===== src/rtl/measurement_window_scheduler.sv =====
// measurement_window_scheduler
// Sequences repeated measurement windows of a frequency_analyzer_manager:
// clear -> start -> measure -> stop/irq handshake -> gap, for a configured
// window count or continuously, with abort and irq-timeout recovery.
//
// Handshake with the manager: analyzer_stop is raised and held until
// analyzer_irq is seen high (register dump complete), then stop is dropped
// and the scheduler waits for irq to return low before the window is
// considered finished. Each wait is bounded by IRQ_TIMEOUT_CYCLES.
//
// Optional build macro WINDOW_TIMESTAMP_EN adds a free-running 32-bit cycle
// counter and the last_window_start output (counter value when ARM entered).
module measurement_window_scheduler #(
  parameter int WINDOW_WIDTH       = 32,
  parameter int REPEAT_WIDTH       = 16,
  parameter int CLEAR_CYCLES       = 4,
  parameter int START_PULSE_CYCLES = 2,
  parameter int GAP_CYCLES         = 16,
  parameter int IRQ_TIMEOUT_CYCLES = 1024
) (
  input  logic                    s00_axi_aclk,
  input  logic                    s00_axi_aresetn,
  input  logic                    cmd_run,
  input  logic                    cmd_abort,
  input  logic [WINDOW_WIDTH-1:0] cfg_window_cycles,
  input  logic [REPEAT_WIDTH-1:0] cfg_repeat,
  input  logic                    analyzer_irq,
  output logic                    analyzer_clear,
  output logic                    analyzer_start,
  output logic                    analyzer_stop,
  output logic                    busy,
  output logic                    done,
  output logic                    aborted,
  output logic                    timeout_err,
  output logic [REPEAT_WIDTH-1:0] windows_done,
`ifdef WINDOW_TIMESTAMP_EN
  output logic [31:0]             last_window_start,
`endif
  output logic [2:0]              state_dbg
);

  typedef enum logic [2:0] {
    S_IDLE       = 3'd0,
    S_CLEAR      = 3'd1,
    S_ARM        = 3'd2,
    S_MEASURE    = 3'd3,
    S_STOP_WAIT  = 3'd4,
    S_RELEASE    = 3'd5,
    S_GAP        = 3'd6,
    S_ABORT_WAIT = 3'd7
  } state_t;

  // One shared phase counter; wide enough for the window length and timeouts.
  localparam int CNT_W      = (WINDOW_WIDTH > 32) ? WINDOW_WIDTH : 32;
  localparam int CLEAR_LAST = CLEAR_CYCLES - 1;
  localparam int START_LAST = START_PULSE_CYCLES - 1;
  localparam int GAP_LAST   = (GAP_CYCLES > 0) ? GAP_CYCLES - 1 : 0;
  localparam int TO_LAST    = IRQ_TIMEOUT_CYCLES - 1;

  state_t                  state, state_n;
  logic [CNT_W-1:0]        cnt, cnt_n;
  logic [WINDOW_WIDTH-1:0] window_last, window_last_n;
  logic [REPEAT_WIDTH-1:0] repeat_q, repeat_n;
  logic [REPEAT_WIDTH-1:0] windows_done_n;
  logic                    abort_req, abort_req_n;   // abort seen during the stop/irq handshake
  logic                    flush_q, flush_n;         // handshake belongs to an aborted window
  logic                    timeout_err_n;
  logic                    done_n, aborted_n;
  logic                    last_window;

  assign state_dbg = state;

  // Window that is finishing now completes the configured count.
  assign last_window = (repeat_q != '0) &&
                       (({1'b0, windows_done} + (REPEAT_WIDTH+1)'(1)) == {1'b0, repeat_q});

  // Next-state, counter and status computation.
  always_comb begin
    state_n        = state;
    cnt_n          = cnt;
    window_last_n  = window_last;
    repeat_n       = repeat_q;
    abort_req_n    = abort_req;
    flush_n        = flush_q;
    windows_done_n = windows_done;
    timeout_err_n  = timeout_err;
    done_n         = 1'b0;
    aborted_n      = 1'b0;

    case (state)
      S_IDLE: begin
        if (cmd_run && !cmd_abort) begin
          window_last_n  = (cfg_window_cycles == '0) ? '0
                           : cfg_window_cycles - WINDOW_WIDTH'(1);
          repeat_n       = cfg_repeat;
          windows_done_n = '0;
          timeout_err_n  = 1'b0;
          abort_req_n    = 1'b0;
          flush_n        = 1'b0;
          cnt_n          = '0;
          state_n        = S_CLEAR;
        end
      end

      S_CLEAR: begin
        if (cmd_abort) begin
          cnt_n   = '0;
          state_n = S_ABORT_WAIT;
        end else if (cnt == CNT_W'(CLEAR_LAST)) begin
          cnt_n   = '0;
          state_n = S_ARM;
        end else begin
          cnt_n = cnt + CNT_W'(1);
        end
      end

      S_ARM: begin
        if (cmd_abort) begin
          cnt_n   = '0;
          state_n = S_ABORT_WAIT;
        end else if (cnt == CNT_W'(START_LAST)) begin
          cnt_n   = '0;
          state_n = S_MEASURE;
        end else begin
          cnt_n = cnt + CNT_W'(1);
        end
      end

      S_MEASURE: begin
        if (cmd_abort) begin
          cnt_n   = '0;
          state_n = S_ABORT_WAIT;
        end else if (cnt == CNT_W'(window_last)) begin
          cnt_n   = '0;
          state_n = S_STOP_WAIT;
        end else begin
          cnt_n = cnt + CNT_W'(1);
        end
      end

      S_STOP_WAIT: begin
        if (cmd_abort) abort_req_n = 1'b1;
        if (analyzer_irq) begin
          cnt_n   = '0;
          state_n = S_RELEASE;
        end else if (cnt == CNT_W'(TO_LAST)) begin
          cnt_n         = '0;
          timeout_err_n = 1'b1;
          aborted_n     = abort_req || cmd_abort;
          state_n       = S_IDLE;
        end else begin
          cnt_n = cnt + CNT_W'(1);
        end
      end

      S_ABORT_WAIT: begin
        if (analyzer_irq) begin
          cnt_n   = '0;
          flush_n = 1'b1;
          state_n = S_RELEASE;
        end else if (cnt == CNT_W'(TO_LAST)) begin
          cnt_n         = '0;
          timeout_err_n = 1'b1;
          aborted_n     = 1'b1;
          state_n       = S_IDLE;
        end else begin
          cnt_n = cnt + CNT_W'(1);
        end
      end

      S_RELEASE: begin
        if (cmd_abort) abort_req_n = 1'b1;
        if (!analyzer_irq) begin
          cnt_n = '0;
          if (flush_q) begin
            aborted_n = 1'b1;
            state_n   = S_IDLE;
          end else begin
            if (windows_done != '1) windows_done_n = windows_done + REPEAT_WIDTH'(1);
            if (abort_req || cmd_abort) begin
              aborted_n = 1'b1;
              state_n   = S_IDLE;
            end else if (last_window) begin
              done_n  = 1'b1;
              state_n = S_IDLE;
            end else if (GAP_CYCLES == 0) begin
              state_n = S_CLEAR;
            end else begin
              state_n = S_GAP;
            end
          end
        end else if (cnt == CNT_W'(TO_LAST)) begin
          cnt_n         = '0;
          timeout_err_n = 1'b1;
          aborted_n     = flush_q || abort_req || cmd_abort;
          state_n       = S_IDLE;
        end else begin
          cnt_n = cnt + CNT_W'(1);
        end
      end

      S_GAP: begin
        if (cmd_abort) begin
          cnt_n   = '0;
          state_n = S_ABORT_WAIT;
        end else if (cnt == CNT_W'(GAP_LAST)) begin
          cnt_n   = '0;
          state_n = S_CLEAR;
        end else begin
          cnt_n = cnt + CNT_W'(1);
        end
      end

      default: begin
        cnt_n   = '0;
        state_n = S_IDLE;
      end
    endcase
  end

  // State register.
  always_ff @(posedge s00_axi_aclk or negedge s00_axi_aresetn) begin
    if (!s00_axi_aresetn) state <= S_IDLE;
    else                  state <= state_n;
  end

  // Datapath registers: phase counter, latched configuration, run status.
  always_ff @(posedge s00_axi_aclk or negedge s00_axi_aresetn) begin
    if (!s00_axi_aresetn) begin
      cnt          <= '0;
      window_last  <= '0;
      repeat_q     <= '0;
      abort_req    <= 1'b0;
      flush_q      <= 1'b0;
      windows_done <= '0;
      timeout_err  <= 1'b0;
    end else begin
      cnt          <= cnt_n;
      window_last  <= window_last_n;
      repeat_q     <= repeat_n;
      abort_req    <= abort_req_n;
      flush_q      <= flush_n;
      windows_done <= windows_done_n;
      timeout_err  <= timeout_err_n;
    end
  end

  // Registered pin drives decoded from the next state, so they line up with state.
  always_ff @(posedge s00_axi_aclk or negedge s00_axi_aresetn) begin
    if (!s00_axi_aresetn) begin
      analyzer_clear <= 1'b0;
      analyzer_start <= 1'b0;
      analyzer_stop  <= 1'b0;
      busy           <= 1'b0;
      done           <= 1'b0;
      aborted        <= 1'b0;
    end else begin
      analyzer_clear <= (state_n == S_CLEAR);
      analyzer_start <= (state_n == S_ARM);
      analyzer_stop  <= (state_n == S_STOP_WAIT) || (state_n == S_ABORT_WAIT);
      busy           <= (state_n != S_IDLE);
      done           <= done_n;
      aborted        <= aborted_n;
    end
  end

`ifdef WINDOW_TIMESTAMP_EN
  logic [31:0] cycle_count;

  // Free-running cycle counter; sampled when a window is armed.
  always_ff @(posedge s00_axi_aclk or negedge s00_axi_aresetn) begin
    if (!s00_axi_aresetn) begin
      cycle_count       <= '0;
      last_window_start <= '0;
    end else begin
      cycle_count <= cycle_count + 32'd1;
      if (state_n == S_ARM && state != S_ARM) last_window_start <= cycle_count;
    end
  end
`endif

endmodule


===== config.mk =====
export PLATFORM = sky130hd
export DESIGN_NAME = measurement_window_scheduler
export DESIGN_NICKNAME = d
export VERILOG_FILES = /design/src/rtl/measurement_window_scheduler.sv
export SDC_FILE = /design/constraint.sdc
export NUM_CORES = 1
export LEC_CHECK = 0
export ABC_AREA = 1
export BUFFER_PORTS_ARGS = -buffer_cell sky130_fd_sc_hd__clkbuf_2
export CELL_PAD_IN_SITES_DETAIL_PLACEMENT = 1
export CELL_PAD_IN_SITES_GLOBAL_PLACEMENT = 2
export CORE_MARGIN = 2
export CORE_UTILIZATION = 30
export DETAILED_ROUTE_END_ITERATION = 10
export GPL_TIMING_DRIVEN = 0
export PLACE_DENSITY = 0.86
export SYNTH_ARGS = -nofsm -noshare
export SYNTH_HDL_FRONTEND = slang
export SYNTH_SLANG_ARGS = --single-unit

===== constraint.sdc =====
create_clock -name s00_axi_aclk -period 2.3 [get_ports s00_axi_aclk]
set_input_delay 0.115 -clock s00_axi_aclk [delete_from_list [all_inputs] [get_ports s00_axi_aclk]]
set_output_delay 0.115 -clock s00_axi_aclk [all_outputs]
set_load 0.02 [all_outputs]

-- Yosys cells after proc, flatten, opt, wreduce, memory -nomap -nowiden
Cells that the tools add are included.
- register bits after elaboration: 108
- add/subtract/negate cells: 4
- eq/ne operators: 26
- mux-type cells: 58
- reduce and logical (&&, ||, !) cells: 22
- operators by type and width (operator ; number):
    32-bit 2-to-1 mux ; 13
    32-bit one-hot mux with 7 select lines ; 1
    16-bit 2-to-1 mux ; 4
    3-bit 2-to-1 mux ; 15
    32-bit by 1-bit adder with 32-bit output, second input constant ; 1
    32-bit by 1-bit equality test with 1-bit output, second input constant ; 1
    32-bit by 10-bit equality test with 1-bit output, second input constant ; 1
    32-bit by 2-bit equality test with 1-bit output, second input constant ; 1
    32-bit equality test ; 1
    32-bit by 4-bit equality test with 1-bit output, second input constant ; 1
    32-bit zero test ; 1
    16-bit one-hot mux with 2 select lines ; 1
    32-bit by 1-bit subtractor with 32-bit output, second input constant ; 1
    3-bit one-hot mux with 7 select lines ; 1
    1-bit 2-to-1 mux ; 19
    3-bit equality test, second input constant ; 6
    16-bit by 1-bit adder with 17-bit output, second input constant ; 1
    17-bit by 16-bit equality test with 1-bit output ; 1
    16-bit by 1-bit adder with 16-bit output, second input constant ; 1
    16-bit != test, second input constant ; 1
    16-bit nonzero test ; 1
    2-bit != test, second input constant ; 7
    3-bit by 2-bit equality test with 1-bit output, second input constant ; 3
    3-bit by 1-bit equality test with 1-bit output, second input constant ; 2
    other kinds (14) ; 25

-- Logic depth before layout (Yosys ltp)
Gate-level depths: netlist of the first run.
- depth in word-level cells: 10
- mapped depth: 18

-- Worst setup path after synthesis of the first run
Ideal clock, no wire load.
- kind: reg-to-reg
- start: reg windows_done[0]
- end: reg windows_done[2]
- data arrival time: 2.079 ns
- slack: 0.094 ns
- stages on the path, launching flop included: 14
- path buffers: 1
- path through: dfrtp_1 > ha_1 > nand2_1 > nor2_2 > nand2_1 > inv_1 > nand3_2 > nor3_2 > nor2_1 > o22ai_2 > inv_2 > nand2_1 > buf_2 > o21ai_0
- longest elaborated chain between the ends: 5
- elaborated cells on any way between the ends: 8
- ends and longest elaborated chain (item ; line ; text):
    from (decl) ; 35 ; output logic [REPEAT_WIDTH-1:0] windows_done,
    from (signal assigned) ; 243 ; windows_done <= windows_done_n;
    16-bit by 1-bit adder with 16-bit output ; 179 ; if (windows_done != '1) windows_done_n = windows_done + REPEAT_WIDTH'(1);
    16-bit 2-to-1 mux ; 179 ;
    16-bit 2-to-1 mux ; 175 ; if (flush_q) begin
    16-bit 2-to-1 mux ; 173 ; if (!analyzer_irq) begin
    16-bit one-hot mux with 2 select lines ; 90 ; case (state)
Parallel ways exist; a longest one is shown, timed or not. The select of a mux whose other input is x is not followed.
A chain may end at the register's enable or synchronous reset.

-- Final worst setup path of the first run
- start: reg cnt[12]
- end: reg cnt[4]
- longest elaborated chain between the ends: 4
- elaborated cells on any way between the ends: 17
- ends and longest elaborated chain (item ; line ; text):
    from (decl) ; 61 ; logic [CNT_W-1:0] cnt, cnt_n;
    from (signal assigned) ; 238 ; cnt <= cnt_n;
    32-bit by 4-bit equality test with 1-bit output (tied with other cells) ; 206 ; end else if (cnt == CNT_W'(GAP_LAST)) begin
    32-bit 2-to-1 mux (on tied branches) ; n/a ;
    32-bit 2-to-1 mux (tied with other cells) ; 203 ; if (cmd_abort) begin
    32-bit one-hot mux with 7 select lines (*) ; 90 ;
Every way passes the cells marked *; elsewhere a longest branch is shown, timed or not.

==> impl_metrics.yaml, run 1 <==
sta:
  finalHoldViolCount: 0
  worstMarginPinSlew_ns: 0.5830
  slew_violations: 0
  fmax_mhz: 455.4
  post-route-min-period_ns: 2.196
  skew_ns: 0.01440
  setup_tns_ns: 0
  finalSetupViolCount: 0
  slew_headroom: 0.6083
  rsz0062_at_grt: "true"
  finalCritPeriodShare: 0.9548
placement:
  placed_area_um2: 8078
  dp_hpwl_um: 18800
  gp_congestion: 0.8569
  io_buffers: 78
drt:
  drtPass1Iterations: 4
  vias: 7575
  wl_um: 24900
  routedWlPerCell_um: 16.27
  route.detailed.drc: 0
  vias_per_cell: 4.948
  antenna_left: 0
  first_iter_violations: 401
clock_tree:
  cts.clk_slew.worst_paths_ns: 0.08
  cts_buffers: 9
  root_buffer: "clkbuf_16"
  htree_levels: 3
  clock_latency_ns: 0.37
  cts_tree: "yes"
  clock-sinks: 108
  ctsLongestPathBuffers: 2
critical_path:
  cp_max_fo: 8
  cp_slowest_stage_delay_ns: 0.36
  crit_type: "flop to flop"
  cp_slowest_cell: "dfrtp_1"
  worstPathRequired_ns: 2.51
  end_kind: "flop"
  crit_chain: "buf_4 > nor2_4 > nand2_1 > nor2_2 > nand3_2 > nor2_4 > nand2_2 > nand2_4 > nand3_1 > nand2_2 > nand4_4 > buf_12 > buf_8 > nand3_1 > o21ai_0"
  cp-start-kind: "flop"
  arrival_ns: 2.41
cells_and_area:
  layout-drive-gt1-share: 0.2277
  final_common_cell: "nand2_1"
  final_area_um2: 9295
  nets: 1265
  fin_util: 0.3937
  area_growth_pct: 28.17
  layout_common_cells: "266 x nand2_1, 137 x inv_1, 100 x nor2_1"
  insertedDiodeCount: 0
yosys:
  synth_cells: 1061
  synth_seq_area_share: 0.3727
  synth_adder_area_share: 0.006901
  ys_types: 42
  synth_seq_cells: 108
  syn_nets: 1118
  yosys_warnings: 0
  synth_top_family_by_area: "simple AND/OR/NAND/NOR gates"
  syn_area_per_cell_um2: 6.835
  synth-compound-area-share: 0.09817
  synth_xor_area_frac: 0.05435
  synthesis.area_um2: 7252
  yosys.area_share.simple: 0.3754
  synthMuxAreaShare: 0
flow_run:
  maxCapViolCount: 0
global_routing:
  grtUsageMet2: 0.3534
  grt_start_max_net_pins: 102
  antenna_found_initial: 0
  grt-ovfl-total: 0
  grt_pass1_wl_um: 39190
  grt_use_met1: 0.2353
  grt_pass1_vias: 7756
  grt_use_total: 0.1916
  top_usage_layer: "met2"
  grt_use_met3: 0.02006
die:
  initial_core_util: 0.3071
  rows: 56
  io_pins: 79
  core_um2: 23610
  die_y_um: 159.5
  die_area_um2: 25430
  die_w_um: 159.5
power:
  vdd_ir_drop_max_uv: 398.1
  power_density_nw_per_um2: 972.6
  p_total_mw: 9.040
  p_leak_nw: 4.299
outcome:
  status: "complete, no violations"
hold_path:
  holdCritPathClass: "input pin to flop"
==> final timing paths <==
check,startpoint,endpoint,slack [ns],depth (start not counted)
max,cnt[12]$_DFFE_PN0P_,cnt[4]$_DFFE_PN0P_,0.10,15
min,cfg_repeat[14],repeat_q[14]$_DFFE_PN0P_,0.02,3
max reg2reg,cnt[12]$_DFFE_PN0P_,cnt[4]$_DFFE_PN0P_,0.10,15
min reg2reg,window_last[30]$_DFFE_PN0P_,window_last[30]$_DFFE_PN0P_,0.51,2
max in group asynchronous,s00_axi_aresetn,cnt[23]$_DFFE_PN0P_,1.37,3
min in group asynchronous,s00_axi_aresetn,windows_done[6]$_DFFE_PN0P_,0.13,2
==> cells by family after synthesis <==
logic type | after synthesis
compound gates | 126
xor+xnor | 45
fa+ha+maj | 4
buf+inv | 170
flops | 108
simple gates | 608
==> power by group <==
group          total [mW]  internal (mW)  switching (mW)  leakage, nW
sequential           3.03           2.52           0.509         1.35
combinational        4.40           1.75            2.65         2.82
clock                1.61          0.841           0.774        0.134
==> state kept, by name (all words and copies together) (netlist names), 3 cells and up <==
name	cells
repeat_q	16
cnt	32
window_last	32
state_dbg	3
windows_done	16
==> worst max-delay path: cells and delay by family, from the launching register on <==
| family | cells | cell delay [ns] |
|---|---|---|
| buffers and inverters | 3 | 0.46 |
| AND/OR/NAND/NOR | 11 | 1.10 |
| AO/OA/AOI/OAI | 1 | 0.10 |
| flip-flops | 1 | 0.36 |
==> what timing repair did <==
item	in CTS	in global routing
endpoints found under the hold margin	121	0
endpoints found under the setup margin	106	71
cloned	0	4
buffers inserted	13	28
pin swaps	5	23
hold buffers	14	0
gates resized for setup	44	100
==> area by class of cell <==
| class | count | area [um^2] |
|---|---|---|
| clock inverter | 6 | 66.31 |
| clock buffer | 9 | 225.2 |
| fill | 3026 | 14320 |
| buffer | 20 | 155.1 |
| sequential | 108 | 2740 |
| inverter | 148 | 560.5 |
| timing repair buffer | 138 | 973.4 |
| tap | 319 | 399.1 |
| multi-input combinational | 783 | 4175 |
==> synthesized netlist by cell type (all sizes together) <==
cell,count,share of area
o211ai,3,0.0031
nand3,96,0.067
ha,4,0.0069
nand3b,3,0.0031
o21ai,73,0.050
o2111ai,1,0.0012
a31o,2,0.0024
nor3,27,0.020
o21bai,1,0.0010
a31oi,1,0.00086
buf,11,0.010
clkbuf,11,0.0057
nor2,130,0.075
nand4,48,0.044
inv,147,0.076
clkinv,1,0.00052
nor3b,2,0.0036
and3,1,0.00086
nand2,289,0.15
or2,6,0.0052
a21oi,7,0.0048
xnor2,19,0.023
xor2,26,0.031
o31ai,2,0.0021
dfrtp,108,0.37
o22ai,34,0.030
nor4,6,0.0052
a21boi,2,0.0021
==> through the flow <==
step | instances | hold slack, ns | worst slack, ns
final | 1531 | 0.02275 | 0.1040
after global routing | 1531 | 0.02654 | -0.06765
after detailed placement | 1459 | -0.04691 | -0.7796
after CTS | 1500 | 0.01241 | 0.004598
after global placement | 1458 | 0.3214 | -0.7473
after floorplan | 1061 | -0.1806 | 0.09410
==> per-layer routing <==
layer  part of all wire  wire length, um
met5                  0                0
met4              0.020              498
met3              0.026              642
met2               0.51            12710
met1               0.44            11050
Power figures use the tool's default switching activity.
==> run 2: changes to the inputs <==
Settings changed: CORE_MARGIN 2 to 8, CORE_UTILIZATION 30 to 33, PLACE_DENSITY 0.86 to 0.92.
==> run 2 against run 1 <==
- global-route usage up 0.051 points
- maximum frequency about the same
- combinational power down 2%
- critical path depth up 2
- non-clock buffer count down 7
- sequential power about the same
- critical endpoint is now analyzer_stop$_DFF_PN0_
- largest cell class unchanged
==> impl_metrics.yaml, run 2 (synthesized netlist as in run 1, its figures left out) <==
sta:
  finalCritPeriodShare: 0.9551
  rsz0062_at_grt: "true"
  fmax_mhz: 455.2
  setup_tns_ns: 0
  finalHoldViolCount: 0
  slew_headroom: 0.5909
  post-route-min-period_ns: 2.197
  skew_ns: 0.009675
  finalSetupViolCount: 0
  slew_violations: 0
  worstMarginPinSlew_ns: 0.6136
global_routing:
  antenna_found_initial: 0
  grt_start_max_net_pins: 109
  grt_use_total: 0.1921
  grt_pass1_wl_um: 41390
  grt-ovfl-total: 0
  grt_pass1_vias: 8038
placement:
  gp_congestion: 0.8579
  io_buffers: 78
  dp_hpwl_um: 18820
  dp.cells: 1420
critical_path:
  r2r_start: "windows_done[1]$_DFFE_PN0P_"
  arrival_ns: 2.45
  worst-path-buf-inv: 2
  cp-start-kind: "flop"
  crit_type: "flop to flop"
  cp_slowest_stage_delay_ns: 0.45
  cpMostUsedCell: "nand2_1"
  crit_chain: "ha_4 > nand2_4 > nor2_4 > buf_4 > nand3_1 > nand3_1 > nand2_1 > inv_1 > nand2_1 > nor2_2 > nand2_1 > nor2_2 > nand2_2 > nand3_4 > nand2_2 > nand3_1 > nand2_1"
  end_kind: "flop"
  cp_slowest_cell: "dfrtp_1"
  startpoint: "windows_done[1]$_DFFE_PN0P_"
  crit_family: "simple AND/OR/NAND/NOR gates"
  cp_max_fo: 5
  worstPathRequired_ns: 2.55
power:
  p_seq_frac: 0.338
  p_total_mw: 8.906
  power_density_nw_per_um2: 964.9
  p_leak_nw: 4.316
  swShare: 0.4429
  vdd_ir_drop_max_uv: 348.1
  p_comb_frac: 0.482
  internal-power_mw: 4.961
  clkPwrFrac: 0.180
  power_switching_mw: 3.945
cells_and_area:
  layout_common_cells: "263 x nand2_1, 134 x inv_1, 97 x nor2_1"
  reg_top3: "cnt x32, window_last x32"
  layout-drive-gt1-share: 0.2338
  num-fill-cells: 2765
  fin_util: 0.4256
  multi_input_area_um2: 4239
  final_common_cell: "nand2_1"
  nets: 1258
  seq_area_um2: 2736
  stdcell_count: 1486
  insertedDiodeCount: 0
  area_growth_pct: 27.28
drt:
  drtPass1Iterations: 4
  wl_um: 25410
  vias_per_cell: 5.131
  route.detailed.drc: 0
  vias: 7625
  first_iter_violations: 482
  antenna_left: 0
  routedWlPerCell_um: 17.10
die:
  initial_core_util: 0.3344
  die_area_um2: 26970
  rows: 54
  die_y_um: 164.2
  core_um2: 21690
  io_pins: 79
  die_w_um: 164.2
clock_tree:
  clock-sinks: 108
  ctsLongestPathBuffers: 2
  cts_buffers: 9
  cts_tree: "yes"
  htree_levels: 3
  root_buffer: "clkbuf_16"
  clock_latency_ns: 0.36
  cts.clk_slew.worst_paths_ns: 0.08
hold_path:
  min_from: "cfg_repeat[12]"
  holdCritPathClass: "input pin to flop"
flow_run:
  maxCapViolCount: 0
outcome:
  status: "complete, no violations"
run 2: changes by cell type in the layout (fill, tap and decap cells not counted), sizes merged:
| cell | previous run | this run |
|---|---|---|
| clkinvlp | 3 | 0 |
| clkinv | 3 | 6 |
| buf | 54 | 49 |
| dlygate4sd3 | 14 | 13 |
run 2: metrics by stage:
stage | hold WS [ns] | cell area [um^2] | worst slack (ns)
after floorplan | -0.1806 | 7252 | 0.09410
after global placement | 0.3316 | 7993 | -0.6637
after detailed placement | 0.2419 | 8029 | -0.6965
after CTS | 0.008334 | 8675 | 0.001735
after global routing | 0.03568 | 9230 | -0.07399
final | 0.007201 | 9230 | 0.1033
run 2: repair_timing:
action | CTS | global route
buffers inserted | 11 | 25
setup endpoints to repair | 106 | 82
pin swaps | 3 | 22
hold buffers | 13 | 0
gates cloned | 1 | 2
gates resized for setup | 47 | 125
hold endpoints to repair | 120 | 0
run 2: path summary, 6_finish.rpt:
path	cells after the start	endpoint	slack, ns
worst max-delay path	17	analyzer_stop$_DFF_PN0_	0.10
worst min register to register	2	window_last[31]$_DFFE_PN0P_	0.51
max in group asynchronous	3	cnt[25]$_DFFE_PN0P_	1.40
worst min-delay path	3	repeat_q[12]$_DFFE_PN0P_	0.007
worst max register to register	17	analyzer_stop$_DFF_PN0_	0.10
min in group asynchronous	3	repeat_q[5]$_DFFE_PN0P_	0.35
run 2: power groups by stage:
stage,combinational (mW),clock [mW],sequential [mW]
global placement,3.53,0,3.04
detailed placement,3.64,0,3.06
finish,4.29,1.60,3.01
CTS,3.91,1.62,3.00
global route,4.81,1.70,3.10
floorplan,2.36,0,3.10
run 2: final cells by class:
type                    count  area share
flip-flops and latches    108      0.2965
plain buffers              20     0.01708
multi-input cells         783      0.4593
clock buffers              10     0.02481
well taps                 280     0.03796
inverters                 148     0.06181
repair buffers            131     0.09665
clock inverters             6    0.005964
run 2: worst register-to-register path: stages, from the launching register on:
cell     delay [ns]
dfrtp_1        0.45
ha_4           0.19
nand2_4        0.06
nor2_4         0.15
buf_4          0.16
nand3_1        0.06
nand3_1        0.11
nand2_1        0.08
inv_1          0.06
nand2_1        0.06
nor2_2         0.14
nand2_1        0.08
nor2_2         0.09
nand2_2        0.07
nand3_4        0.09
nand2_2        0.08
nand3_1        0.08
nand2_1        0.05
run 2: per-layer routing:
metal | track usage | up-vias | share of wire
li1 | - | 3754 | -
met1 | 0.2333 | 3710 | 0.44
met2 | 0.3434 | 118 | 0.51
met3 | 0.02682 | 43 | 0.028
met4 | 0.06074 | 0 | 0.023
met5 | 0 | - | 0
==> run 3: changes to the inputs <==
Settings changed: CORE_UTILIZATION 33 to 36, PLACE_DENSITY 0.92 to 0.95.
Clock period 2.3 ns to 2.69 ns, I/O delays scaled along.
==> run 3 against run 2 <==
- sequential share of layout area increased by 2.2 points
- critical path type unchanged
- maximum frequency is 11% lower
- critical endpoint is now cnt[11]$_DFFE_PN0P_
- critical path depth is 6 lower
- largest power group unchanged
==> impl_metrics.yaml, run 3 (synthesized netlist as in run 1, its figures left out) <==
die:
  die_area_um2: 24940
  initial_core_util: 0.3631
  die_w_um: 157.9
  core_um2: 19970
  die_y_um: 157.9
  rows: 52
  io_pins: 79
power:
  p_total_mw: 7.117
  vdd_ir_drop_max_uv: 333.3
  power_density_nw_per_um2: 837.5
  clkPwrFrac: 0.199
  p_seq_frac: 0.363
  internal-power_mw: 3.961
  p_leak_nw: 3.974
  swShare: 0.4435
  power_switching_mw: 3.157
  p_comb_frac: 0.438
cells_and_area:
  area_growth_pct: 17.18
  stdcell_count: 1438
  final_common_cell: "nand2_1"
  reg_top3: "cnt x32, window_last x32"
  layout-drive-gt1-share: 0.1310
  nets: 1220
  insertedDiodeCount: 0
  layout_common_cells: "282 x nand2_1, 145 x inv_1, 114 x nor2_1"
critical_path:
  cp_slowest_cell: "dfrtp_2"
  worst-path-buf-inv: 1
  end_kind: "flop"
  reg2reg_to: "cnt[11]$_DFFE_PN0P_"
  reg2reg_slack_ns: 0.21
  cp-start-kind: "flop"
  worstPathRequired_ns: 2.91
  r2r_start: "cnt[0]$_DFFE_PN0P_"
  cpMostUsedCell: "nand2_1"
  cp_slowest_stage_delay_ns: 0.44
  arrival_ns: 2.70
  crit_chain: "ha_1 > nand2_1 > nor2_2 > nand2_2 > nor3_2 > nor2_1 > nand2_1 > nand4_2 > buf_4 > o211ai_1 > o21ai_0"
  startpoint: "cnt[0]$_DFFE_PN0P_"
  crit_family: "simple AND/OR/NAND/NOR gates"
  crit_type: "flop to flop"
  reg2regPathDepth: 11
  cp_max_fo: 10
sta:
  skew_ns: 0.01391
  fmax_mhz: 403.9
  hold_slack_ns: 0.009050
  worstMarginPinSlew_ns: 0.7156
  slew_violations: 0
  finalSetupViolCount: 0
  post-route-min-period_ns: 2.476
  finalHoldViolCount: 0
  fin_ws_ns: 0.2141
  slew_headroom: 0.5229
  rsz0062_at_grt: "true"
  finalCritPeriodShare: 0.9204
clock_tree:
  cts_tree: "yes"
  root_buffer: "clkbuf_16"
  ctsLongestPathBuffers: 2
  clock-sinks: 108
  htree_levels: 3
  cts.clk_slew.worst_paths_ns: 0.08
  cts_buffers: 9
  postCtsSetupBuffers: 0
  clock_latency_ns: 0.36
global_routing:
  antenna_found_initial: 0
  grt-ovfl-total: 0
  grt_pass1_wl_um: 38960
  grt_use_total: 0.1978
  grt_pass1_vias: 7695
  grt_start_max_net_pins: 58
drt:
  drtPass1Iterations: 5
  routedWlPerCell_um: 16.54
  antenna_left: 0
  vias_per_cell: 5.134
  wl_um: 23790
  first_iter_violations: 359
  route.detailed.drc: 0
  vias: 7383
placement:
  dp_hpwl_um: 18840
  io_buffers: 78
  dp.cells: 1410
  post-place-ws_ns: -0.2749
  gp_congestion: 0.8813
hold_path:
  hold_end: "window_last[0]$_DFFE_PN0P_"
  hold_depth: 2
  min_from: "cfg_window_cycles[0]"
  holdCritPathClass: "input pin to flop"
outcome:
  status: "complete, no violations"
flow_run:
  maxCapViolCount: 0
## run 3: cell count changes in the layout (fill, tap and decap cells not counted), sizes merged
cell and delta:
clkinvlp +2, dlygate4sd3 -1, clkbuf +1, clkinv -3, inv +1, buf -38
## run 3: layout make-up
type                            count  area (um^2)
Timing Repair Buffer               91        546.8
Buffer                             22        127.6
Sequential cell                   108         2706
Fill cell                        2646        11480
Clock buffer                       10        229.0
Clock inverter                      6        73.82
Tap cell                          270        337.8
Multi-Input combinational cell    783         3921
Inverter                          148        555.5
## run 3: per-stage QoR
step | instance area (um^2) | util | TNS (ns)
global route | 8498 | 0.4255 | -0.1139
detailed placement | 8016 | 0.4013 | -6.812
CTS | 8453 | 0.4232 | 0
finish | 8498 | 0.4255 | 0
global placement | 7980 | 0.3995 | -27.69
floorplan | 7252 | - | 0
## run 3: worst max-delay path by stage
stage,endpoint,slack (ns),cells after the start
floorplan,windows_done[2]$_DFFE_PN0P_,0.48,13
global placement,window_last[19]$_DFFE_PN0P_,-0.22,1
global route,windows_done[5]$_DFFE_PN0P_,-0.04,13
finish,cnt[11]$_DFFE_PN0P_,0.21,11
detailed placement,window_last[22]$_DFFE_PN0P_,-0.27,6
CTS,repeat_q[8]$_DFFE_PN0P_,0.002,7
## run 3: what timing repair did
item	4_1_cts	5_1_grt
endpoints found under the hold margin	62	0
endpoints found under the setup margin	73	62
hold buffers	12	0
resized for setup	5	22
## run 3: power by group through the flow
stage	combinational [mW]	clock, mW	sequential [mW]
floorplan	2.02	0	2.65
global placement	3.00	0	2.60
detailed placement	3.09	0	2.62
CTS	3.12	1.44	2.59
global route	3.54	1.50	2.67
finish	3.12	1.41	2.58
## run 3: per-layer routing
metal | part of all wire | routed length, um | GRT usage
met5 | 0 | 0 | 0
met1 | 0.44 | 10370 | 0.2356
met3 | 0.035 | 843 | 0.02839
met2 | 0.50 | 11880 | 0.3531
met4 | 0.029 | 690 | 0.07634
